File: config.mk
export PLATFORM = sky130hd
export DESIGN_NAME = sd_sector_server
export DESIGN_NICKNAME = d
export VERILOG_FILES = /design/src/rtl/sd_sector_server.sv
export SDC_FILE = /design/constraint.sdc
export NUM_CORES = 1
export LEC_CHECK = 0
export BUFFER_PORTS_ARGS = -buffer_cell sky130_fd_sc_hd__buf_2
export CAP_MARGIN = 10
export CELL_PAD_IN_SITES_DETAIL_PLACEMENT = 0
export CELL_PAD_IN_SITES_GLOBAL_PLACEMENT = 1
export CORE_ASPECT_RATIO = 1.75
export CORE_UTILIZATION = 39
export CTS_CLUSTER_DIAMETER = 80
export DETAILED_ROUTE_END_ITERATION = 16
export HOLD_SLACK_MARGIN = 0.08
export PLACE_DENSITY = 0.85
export SYNTH_ARGS = -nofsm -noshare
export SYNTH_HDL_FRONTEND = slang
export SYNTH_SLANG_ARGS = --single-unit
File: constraint.sdc
create_clock -name clk_sys -period 6.8 [get_ports clk_sys]
set_clock_uncertainty 0.2 [all_clocks]
set_input_delay 0.68 -clock clk_sys [delete_from_list [all_inputs] [get_ports clk_sys]]
set_output_delay 0.68 -clock clk_sys [all_outputs]
set_load 0.01 [all_outputs]
File: src/rtl/sd_sector_server.sv
// Sector responder that serves 512-byte FDC sectors out of an image held in byte memory.
// Optional write protect: define SD_SERVER_WP_EN to add img_wp / wp_err.
module sd_sector_server #(
  parameter int         MEM_AW    = 20,
  parameter logic [7:0] FILL_BYTE = 8'h00
) (
  input  logic              clk_sys,
  input  logic              reset_n,
  input  logic [31:0]       img_size,
  input  logic [31:0]       sd_lba,
  input  logic              sd_rd,
  input  logic              sd_wr,
  output logic              sd_ack,
  output logic [8:0]        sd_buff_addr,
  output logic [7:0]        sd_dout,
  output logic              sd_dout_strobe,
  input  logic [7:0]        sd_din,
  output logic              sd_din_strobe,
  output logic [MEM_AW-1:0] mem_addr,
  output logic              mem_rd,
  output logic              mem_wr,
  output logic [7:0]        mem_d,
  input  logic [7:0]        mem_q,
  input  logic              mem_ready,
  output logic              busy
`ifdef SD_SERVER_WP_EN
  ,
  input  logic              img_wp,
  output logic              wp_err
`endif
);

  typedef enum logic [2:0] {
    IDLE, RD_REQ, RD_WAIT, RD_STB, WR_STB, WR_CAP, WR_MEM, DONE
  } state_t;

  state_t            state_q, state_d;
  logic [MEM_AW-10:0] lba_q, lba_d;
  logic [8:0]        index_q, index_d;
  logic [8:0]        buff_addr_q, buff_addr_d;
  logic [7:0]        dout_q, dout_d;
  logic [7:0]        mem_d_q, mem_d_d;
  logic              in_range_q, in_range_d;
  logic              got_q, got_d;
  logic              accept;
  logic              adv;
  logic              wp_block;
  logic [41:0]       req_end;
  logic              req_in_range;

  // Wide enough that the largest lba plus one sector cannot wrap.
  assign req_end      = {1'b0, sd_lba, 9'd0} + 42'd512;
  assign req_in_range = (req_end <= {10'd0, img_size});
  assign accept       = (state_q == IDLE) && (sd_rd || sd_wr);

  assign sd_ack         = (state_q != IDLE) && (state_q != DONE);
  assign busy           = (state_q != IDLE);
  assign sd_dout_strobe = (state_q == RD_STB);
  assign sd_din_strobe  = (state_q == WR_STB);
  assign sd_buff_addr   = buff_addr_q;
  assign sd_dout        = dout_q;
  assign mem_d          = mem_d_q;
  assign mem_addr       = {lba_q, index_q};

  always_comb begin
    state_d     = state_q;
    lba_d       = lba_q;
    index_d     = index_q;
    buff_addr_d = buff_addr_q;
    dout_d      = dout_q;
    mem_d_d     = mem_d_q;
    in_range_d  = in_range_q;
    got_d       = got_q;
    mem_rd      = 1'b0;
    mem_wr      = 1'b0;
    adv         = 1'b0;
    case (state_q)
      IDLE: begin
        if (accept) begin
          lba_d       = sd_lba[MEM_AW-10:0];
          in_range_d  = req_in_range;
          index_d     = 9'd0;
          buff_addr_d = 9'd0;
          got_d       = 1'b0;
          state_d     = sd_rd ? RD_REQ : WR_STB;
        end
      end
      RD_REQ: begin
        if (!in_range_q) begin
          dout_d      = FILL_BYTE;
          buff_addr_d = index_q;
          state_d     = RD_STB;
        end else begin
          mem_rd  = 1'b1;
          if (mem_ready) begin
            dout_d = mem_q;
            got_d  = 1'b1;
          end
          state_d = RD_WAIT;
        end
      end
      RD_WAIT: begin
        // A zero-wait memory already answered in RD_REQ; do not issue a second read.
        if (got_q) begin
          buff_addr_d = index_q;
          state_d     = RD_STB;
        end else begin
          mem_rd = 1'b1;
          if (mem_ready) begin
            dout_d      = mem_q;
            buff_addr_d = index_q;
            state_d     = RD_STB;
          end
        end
      end
      RD_STB: begin
        got_d = 1'b0;
        if (index_q == 9'd511) begin
          state_d = DONE;
        end else begin
          index_d = index_q + 9'd1;
          state_d = RD_REQ;
        end
      end
      WR_STB: state_d = WR_CAP;
      WR_CAP: begin
        mem_d_d = sd_din;
        state_d = WR_MEM;
      end
      WR_MEM: begin
        if (in_range_q && !wp_block) begin
          mem_wr = 1'b1;
          adv    = mem_ready;
        end else begin
          adv = 1'b1;
        end
        if (adv) begin
          if (index_q == 9'd511) begin
            state_d = DONE;
          end else begin
            index_d     = index_q + 9'd1;
            buff_addr_d = index_q + 9'd1;
            state_d     = WR_STB;
          end
        end
      end
      DONE:    state_d = IDLE;
      default: state_d = IDLE;
    endcase
  end

  always_ff @(posedge clk_sys or negedge reset_n) begin
    if (!reset_n) begin
      state_q     <= IDLE;
      lba_q       <= '0;
      index_q     <= 9'd0;
      buff_addr_q <= 9'd0;
      dout_q      <= 8'd0;
      mem_d_q     <= 8'd0;
      in_range_q  <= 1'b0;
      got_q       <= 1'b0;
    end else begin
      state_q     <= state_d;
      lba_q       <= lba_d;
      index_q     <= index_d;
      buff_addr_q <= buff_addr_d;
      dout_q      <= dout_d;
      mem_d_q     <= mem_d_d;
      in_range_q  <= in_range_d;
      got_q       <= got_d;
    end
  end

`ifdef SD_SERVER_WP_EN
  logic wp_q, wp_d, wp_err_q, wp_err_d;

  assign wp_block = wp_q;
  assign wp_err   = wp_err_q;

  // The flag reports on the most recent transfer, so any new accept clears it.
  always_comb begin
    wp_d     = wp_q;
    wp_err_d = wp_err_q;
    if (accept) begin
      wp_d     = !sd_rd && img_wp;
      wp_err_d = 1'b0;
    end else if (state_q == DONE && wp_q) begin
      wp_err_d = 1'b1;
    end
  end

  always_ff @(posedge clk_sys or negedge reset_n) begin
    if (!reset_n) begin
      wp_q     <= 1'b0;
      wp_err_q <= 1'b0;
    end else begin
      wp_q     <= wp_d;
      wp_err_q <= wp_err_d;
    end
  end
`else
  assign wp_block = 1'b0;
`endif

endmodule

==> results of run 1 <==
[cells in the mapped netlist, types with 2 or more instances]
library cell,instances
nor2_1,32
nand2b_1,5
o31ai_1,7
xnor2_1,15
nor4_2,2
ha_1,26
or2_2,4
buf_2,4
or3_1,4
nor2b_1,5
and3_1,8
clkbuf_1,7
a22oi_1,3
nand3_1,21
dfrtp_1,50
a21o_1,3
mux2_2,16
mux2i_1,10
nand4_1,13
o211ai_1,2
nor4_1,4
a31oi_1,4
a21oi_1,24
o2111ai_1,2
inv_1,31
o21ai_0,35
and2_1,2
xor2_1,9
nor3_1,10
and3b_1,2
nand2_1,31
[area by class of cell]
cell class                 instances  area, um^2  share of cell area
multi-input combinational        316        2140               0.474
sequential                        50        1250               0.278
timing repair buffer             137         691               0.153
tap                              117         146              0.0325
clock buffer                       7         133              0.0294
inverter                          31         116              0.0258
clock inverter                     1        30.0             0.00667
[per-layer routing]
layer | global-route usage | wire length [um]
met1 | 0.225 | 3600
met2 | 0.417 | 5690
met3 | 0.0259 | 334
met4 | 0.0973 | 300
met5 | 0 | 0
[path summary, 6_finish.rpt]
kind                                       from         endpoint  slack [ns]  depth (start not counted)
max in group asynchronous               reset_n       sd_dout[2]        5.67                          2
worst max register to register       index_q[0]       index_q[7]        3.61                          9
worst min register to register  sd_buff_addr[0]  sd_buff_addr[0]        0.27                          2
worst min-delay path            sd_buff_addr[0]  sd_buff_addr[0]        0.27                          2
worst max-delay path                  sd_lba[0]       in_range_q        3.23                         14
min in group asynchronous               reset_n         lba_q[1]        0.30                          2
[stage by stage]
stage,power [uW],utilization
floorplan,350,-
global placement,403,0.494
detailed placement,405,0.494
CTS,687,0.513
global route,707,0.513
finish,674,0.513
[worst max-delay path, delay by kind of cell]
kind                     cells  cell delay, ns
buffers and inverters        1            0.11
adder cells (fa/ha/maj)      2            0.45
AND/OR/NAND/NOR              6            1.17
AO/OA/AOI/OAI                4            0.97
XOR/XNOR                     1            0.18
[registers in the layout (all words and copies together) (netlist names)]
name and flops:
state_q 3, in_range_q 1, got_q 1, sd_dout 8
index_q 9, lba_q 11, sd_buff_addr 9, mem_d 8
[cell families (layout without fill, tap and decap cells)]
group	after synthesis	count (layout)	synth area share
adder cells (fa/ha/maj)	26	26	0.0915
multiplexers	26	26	0.0788
XOR/XNOR	24	24	0.0591
AO/OA/AOI/OAI	90	90	0.150
buffers and inverters	43	176	0.0471
AND/OR/NAND/NOR	150	150	0.221
flip-flops	50	50	0.352
[power breakdown]
part	switching [uW]	internal, uW	total (uW)
combinational	53.3	44.6	97.9
clock	101	174	275
sequential	1.28	300	301
total	156	518	674
==> summary.md, run 1 <==
| Metric | Value |
|---|---|
| Crit-path max cell delay | `0.40 ns` |
| Max clock buf depth | `2` |
| Worst Setup End Kind | `flip-flop` |
| Period minus WS final | `roughly 3.6 ns` |
| Post-synth top area share | `0.352` |
| Worst Path Max Fanout | `6` |
| Clk sinks | `50` |
| Initial DRC count | `131` |
| Layout fillers | `921` |
| Hpwl dp | `8.15 mm` |
| Final Wtd Congestion | `0.865` |
| Vias | `3447` |
| Layout net count | `652` |
| EDFF count, synth | `0` |
| Core footprint | `8780 um^2` |
| Asr flop ratio synth | `1.00` |
| P_leak | `roughly 0.0024 uW` |
| Fin. Hold Viols | `0` |
| Fraction of layout cells with a size suffix above 1 | `0.315` |
| Highest Clock Rate | `around 280 MHz` |
| Final WL | `9.92 mm` |
| Largest net degree at the start of global routing | `51` |
| Max_slew headroom | `0.440` |
| Maximum VDD drop | `98.6 uV` |
| CTS tree | `done` |
| Crit path kind | `in -> reg` |
| RSZ-0062 raised after global routing | `no` |
| PortBufs | `135` |
| Clock-pin slew on the worst setup and hold paths | `~0.06 ns` |
| Cts bufs inserted | `5` |
| Routed wire length per instance | `15.1 um` |
| Slowest CP cell | `or2_2` |
| CP Data Arrival Time | `3.57 ns` |
| Boundary pin count | `~140` |
| Syn nets | `520` |
| Yosys warns | `0` |
| Status | `completed` |
| Initial Utilization | `0.405` |
| Most common cell after layout, fill and taps aside | `buf_2` |
| Die ar. | `approximately 9500 um^2` |
| Post-Place Worst Slack | `2.91 ns` |
| # DRC | `0` |
| Critical path cell sequence | `buf_2 > ha_1 > nand3_1 > or2_2 > nor3_1 > nand3_1 > xnor2_1 > ha_1 > nand4_1 > nor4_1 > a221o_1 > a221oi_1 > a21oi_1 > o31ai_1` |
| Top area cells in the synthesized netlist | `dfrtp_1 35%, ha_1 9.1%, mux2_2 5.1%, o21ai_0 4.9%, xnor2_1 3.7%` |
| Placed Cells | `651` |
| Mapped Cells | `between 400 and 500` |
| FP Rows | `45` |
| Postcts setup bufs | `0` |
| Setup violations, final | `0` |
| ANT cells | `0` |
| Worst EP required | `6.80 ns` |
| Layout Area Growth over Synthesis | `26.7%` |
| Antenna violations before repair | `0` |
| Die Wd | `74.2 um` |
| First-pass GRT wire length | `15.9 mm` |
| Chip height | `around 130 um` |
| GRT overflow | `0` |
| Clock root buffer | `clkbuf_16` |
| Finished Cell Area | `between 4000 and 5000 um^2` |
| Seq/Total Area, Yosys | `0.352` |
| Yosys reg bits | `50` |
| Most frequent cells in the layout | `135 x buf_2, 50 x dfrtp_1, 35 x o21ai_0` |
| Fin cells | `659` |
| Pwr Density | `between 100 and 150 nW/um^2` |
| Via count of the first global-routing pass | `3449` |
| Max Cap Viol | `0` |
| Syn_area_per_cell | `8.69 um^2` |
| Post-CTS sizing | `0` |
| Gr usage total | `0.217` |
| Setup ws final | `3.23 ns` |
| Netlist cell types | `about 50` |
| Area post-placement | `approximately 4300 um^2` |
| Hold_buf cts | `0` |
| Final setup TNS | `0 ns` |
| Htree depth | `2` |
| Crit path launch type | `input port` |
| Top_reg_cell synth | `dfrtp_1` |
| Least-Margin Pin Slew | `~0.83 ns` |
| Drt first pass iters | `4` |
| Worst min path class | `reg -> reg` |
| Slew Viols, Final | `0` |
| Clock latency on the worst-skew pair | `0.28 ns` |
| Mapped Area | `about 3600 um^2` |
| Final worst path period share | `0.525` |
| Vias/cell | `5.23` |
| Synth area leader | `dfrtp_1` |
| Hold slack | `0.270 ns` |
| Antenna-violating nets left | `0` |
Power figures use the tool's default switching activity.
==> run 2, diff against run 1 <==
--- a/config.mk
+++ b/config.mk
@@ -10,11 +10,11 @@
 export CELL_PAD_IN_SITES_DETAIL_PLACEMENT = 0
 export CELL_PAD_IN_SITES_GLOBAL_PLACEMENT = 1
 export CORE_ASPECT_RATIO = 1.75
-export CORE_UTILIZATION = 39
+export CORE_UTILIZATION = 32
 export CTS_CLUSTER_DIAMETER = 80
 export DETAILED_ROUTE_END_ITERATION = 16
 export HOLD_SLACK_MARGIN = 0.08
-export PLACE_DENSITY = 0.85
+export PLACE_DENSITY = 0.74
 export SYNTH_ARGS = -nofsm -noshare
 export SYNTH_HDL_FRONTEND = slang
 export SYNTH_SLANG_ARGS = --single-unit
==> constraint.sdc (replaced) <==
create_clock -name clk_sys -period 3 [get_ports clk_sys]
set_clock_uncertainty 0.2 [all_clocks]
set_input_delay 0.3 -clock clk_sys [delete_from_list [all_inputs] [get_ports clk_sys]]
set_output_delay 0.3 -clock clk_sys [all_outputs]
set_load 0.01 [all_outputs]
==> summary.md, run 2 (synthesized netlist as in run 1, its figures left out) <==
| Metric | Value |
|---|---|
| Highest Clock Rate | `357 MHz` |
| First-pass GRT wire length | `approximately 17 mm` |
| Status | `completed` |
| Drt first pass iters | `4` |
| Setup ws final | `around 0.20 ns` |
| Period minus WS final | `2.80 ns` |
| Max_slew headroom | `0.381` |
| Worst Setup End Kind | `flip-flop` |
| CP Data Arrival Time | `2.80 ns` |
| Worst EP required | `around 3 ns` |
| Max FFs per register | `11` |
| Layout Area Growth over Synthesis | `43.8%` |
| P_leak | `0.00268 uW` |
| Final Wtd Congestion | `0.909` |
| Crit path launch type | `input port` |
| Boundary pin count | `136` |
| Largest net degree at the start of global routing | `39` |
| Fraction of layout cells with a size suffix above 1 | `0.382` |
| Die ar. | `11600 um^2` |
| CTS tree | `done` |
| Layout fillers | `1121` |
| Vias | `3732` |
| Clock root buffer | `clkbuf_16` |
| # DRC | `0` |
| Post-Place Worst Slack | `-0.324 ns` |
| Max Cap Viol | `0` |
| Slew Viols, Final | `0` |
| Maximum VDD drop | `324 uV` |
| Most frequent cells in the layout | `135 x buf_2, 50 x dfrtp_1, 50 x buf_4` |
| Clock latency on the worst-skew pair | `slightly below 0.3 ns` |
| Worst min path class | `in -> reg` |
| Clock-pin slew on the worst setup and hold paths | `0.07 ns` |
| GRT overflow | `0` |
| Htree depth | `2` |
| Fin. Hold Viols | `0` |
| Die Wd | `81.7 um` |
| PortBufs | `135` |
| Clk sinks | `50` |
| Chip height | `141 um` |
| Initial DRC count | `100` |
| Gr usage total | `0.189` |
| Crit path kind | `in -> reg` |
| Initial Utilization | `0.330` |
| Setup violations, final | `0` |
| FP Rows | `50` |
| RSZ-0062 raised after global routing | `no` |
| Hold slack | `approximately 0.10 ns` |
| Hpwl dp | `8.64 mm` |
| Routed wire length per instance | `14.4 um` |
| Final worst path period share | `0.935` |
| Layout net count | `718` |
| Most common cell after layout, fill and taps aside | `buf_2` |
| Final WL | `approximately 11 mm` |
| Via count of the first global-routing pass | `~3600` |
| Antenna violations before repair | `0` |
| Worst Path Max Fanout | `3` |
| Top reg by flops | `lba_q` |
| Max clock buf depth | `2` |
| ANT cells | `0` |
| Antenna-violating nets left | `0` |
| Vias/cell | `about 5` |
| Cts bufs inserted | `5` |
| Pwr Density | `about 300 nW/um^2` |
| Core footprint | `10800 um^2` |
| Least-Margin Pin Slew | `between 0.9 and 1 ns` |
-- run 2: routing by layer --
layer | share of wire | global-route usage | vias up | wire length [um]
li1 | - | - | 1862 | -
met1 | 0.36 | 0.192 | 1735 | 3770
met2 | 0.57 | 0.365 | 109 | 6060
met3 | 0.035 | 0.0141 | 26 | 369
met4 | 0.037 | 0.0979 | 0 | 397
met5 | 0 | 0 | - | 0
-- run 2: layout make-up --
class,count,area [um^2],area share
multi-input cells,316,2210,0.432
flip-flops and latches,50,1250,0.245
repair buffers,203,1230,0.241
well taps,130,163,0.0318
clock buffers,5,125,0.0245
inverters,31,116,0.0227
clock inverters,3,21.3,0.00416
-- run 2: critical path: stages --
cell and delay [ns]:
buf_2 0.11, nand3_2 0.08, or3_4 0.42, nor2_4 0.10, and3_4 0.19, nand3_2 0.08, xnor2_1 0.12, ha_1 0.34
nand4_1 0.12, nor4_1 0.07, a221o_1 0.35, a221oi_2 0.22, a21oi_1 0.10, o31ai_1 0.20
-- run 2: timing repair --
item | in CTS | in global routing
hold endpoints to repair | 53 | 0
endpoints found under the setup margin | 1 | 1
pin swaps | 1 | 11
hold buffers | 18 | 0
buffers inserted | 0 | 1
gates resized for setup | 5 | 9
-- run 2: metrics by stage --
| step | total power, uW | instances | TNS [ns] | utilization | instance area, um^2 |
|---|---|---|---|---|---|
| 3_3_place_gp | 952 | 711 | -0.271 | 0.439 | 4730 |
| 6_report | 1520 | 738 | 0 | 0.475 | 5110 |
| 3_5_place_dp | 958 | 711 | -0.324 | 0.439 | 4730 |
| 5_1_grt | 1600 | 738 | 0 | 0.475 | 5110 |
| 2_1_floorplan | 795 | 409 | 0 | - | 3580 |
| 4_1_cts | 1550 | 737 | 0 | 0.471 | 5070 |
-- run 2: worst paths after layout --
check | start | endpoint | slack, ns | cells past startpoint
max | sd_lba[3] | in_range_q | 0.20 | 14
min | sd_lba[3] | lba_q[3] | 0.10 | 2
max reg2reg | index_q[0] | index_q[6] | 0.28 | 9
min reg2reg | sd_buff_addr[8] | sd_buff_addr[8] | 0.27 | 2
max in group asynchronous | reset_n | mem_d[5] | 1.49 | 3
min in group asynchronous | reset_n | index_q[4] | 0.46 | 2
-- run 2: where the power goes --
group	switching (uW)	total (uW)	internal, uW
registers	2.73	682	679
clock network	243	552	309
logic	136	286	150
total	382	1520	1140
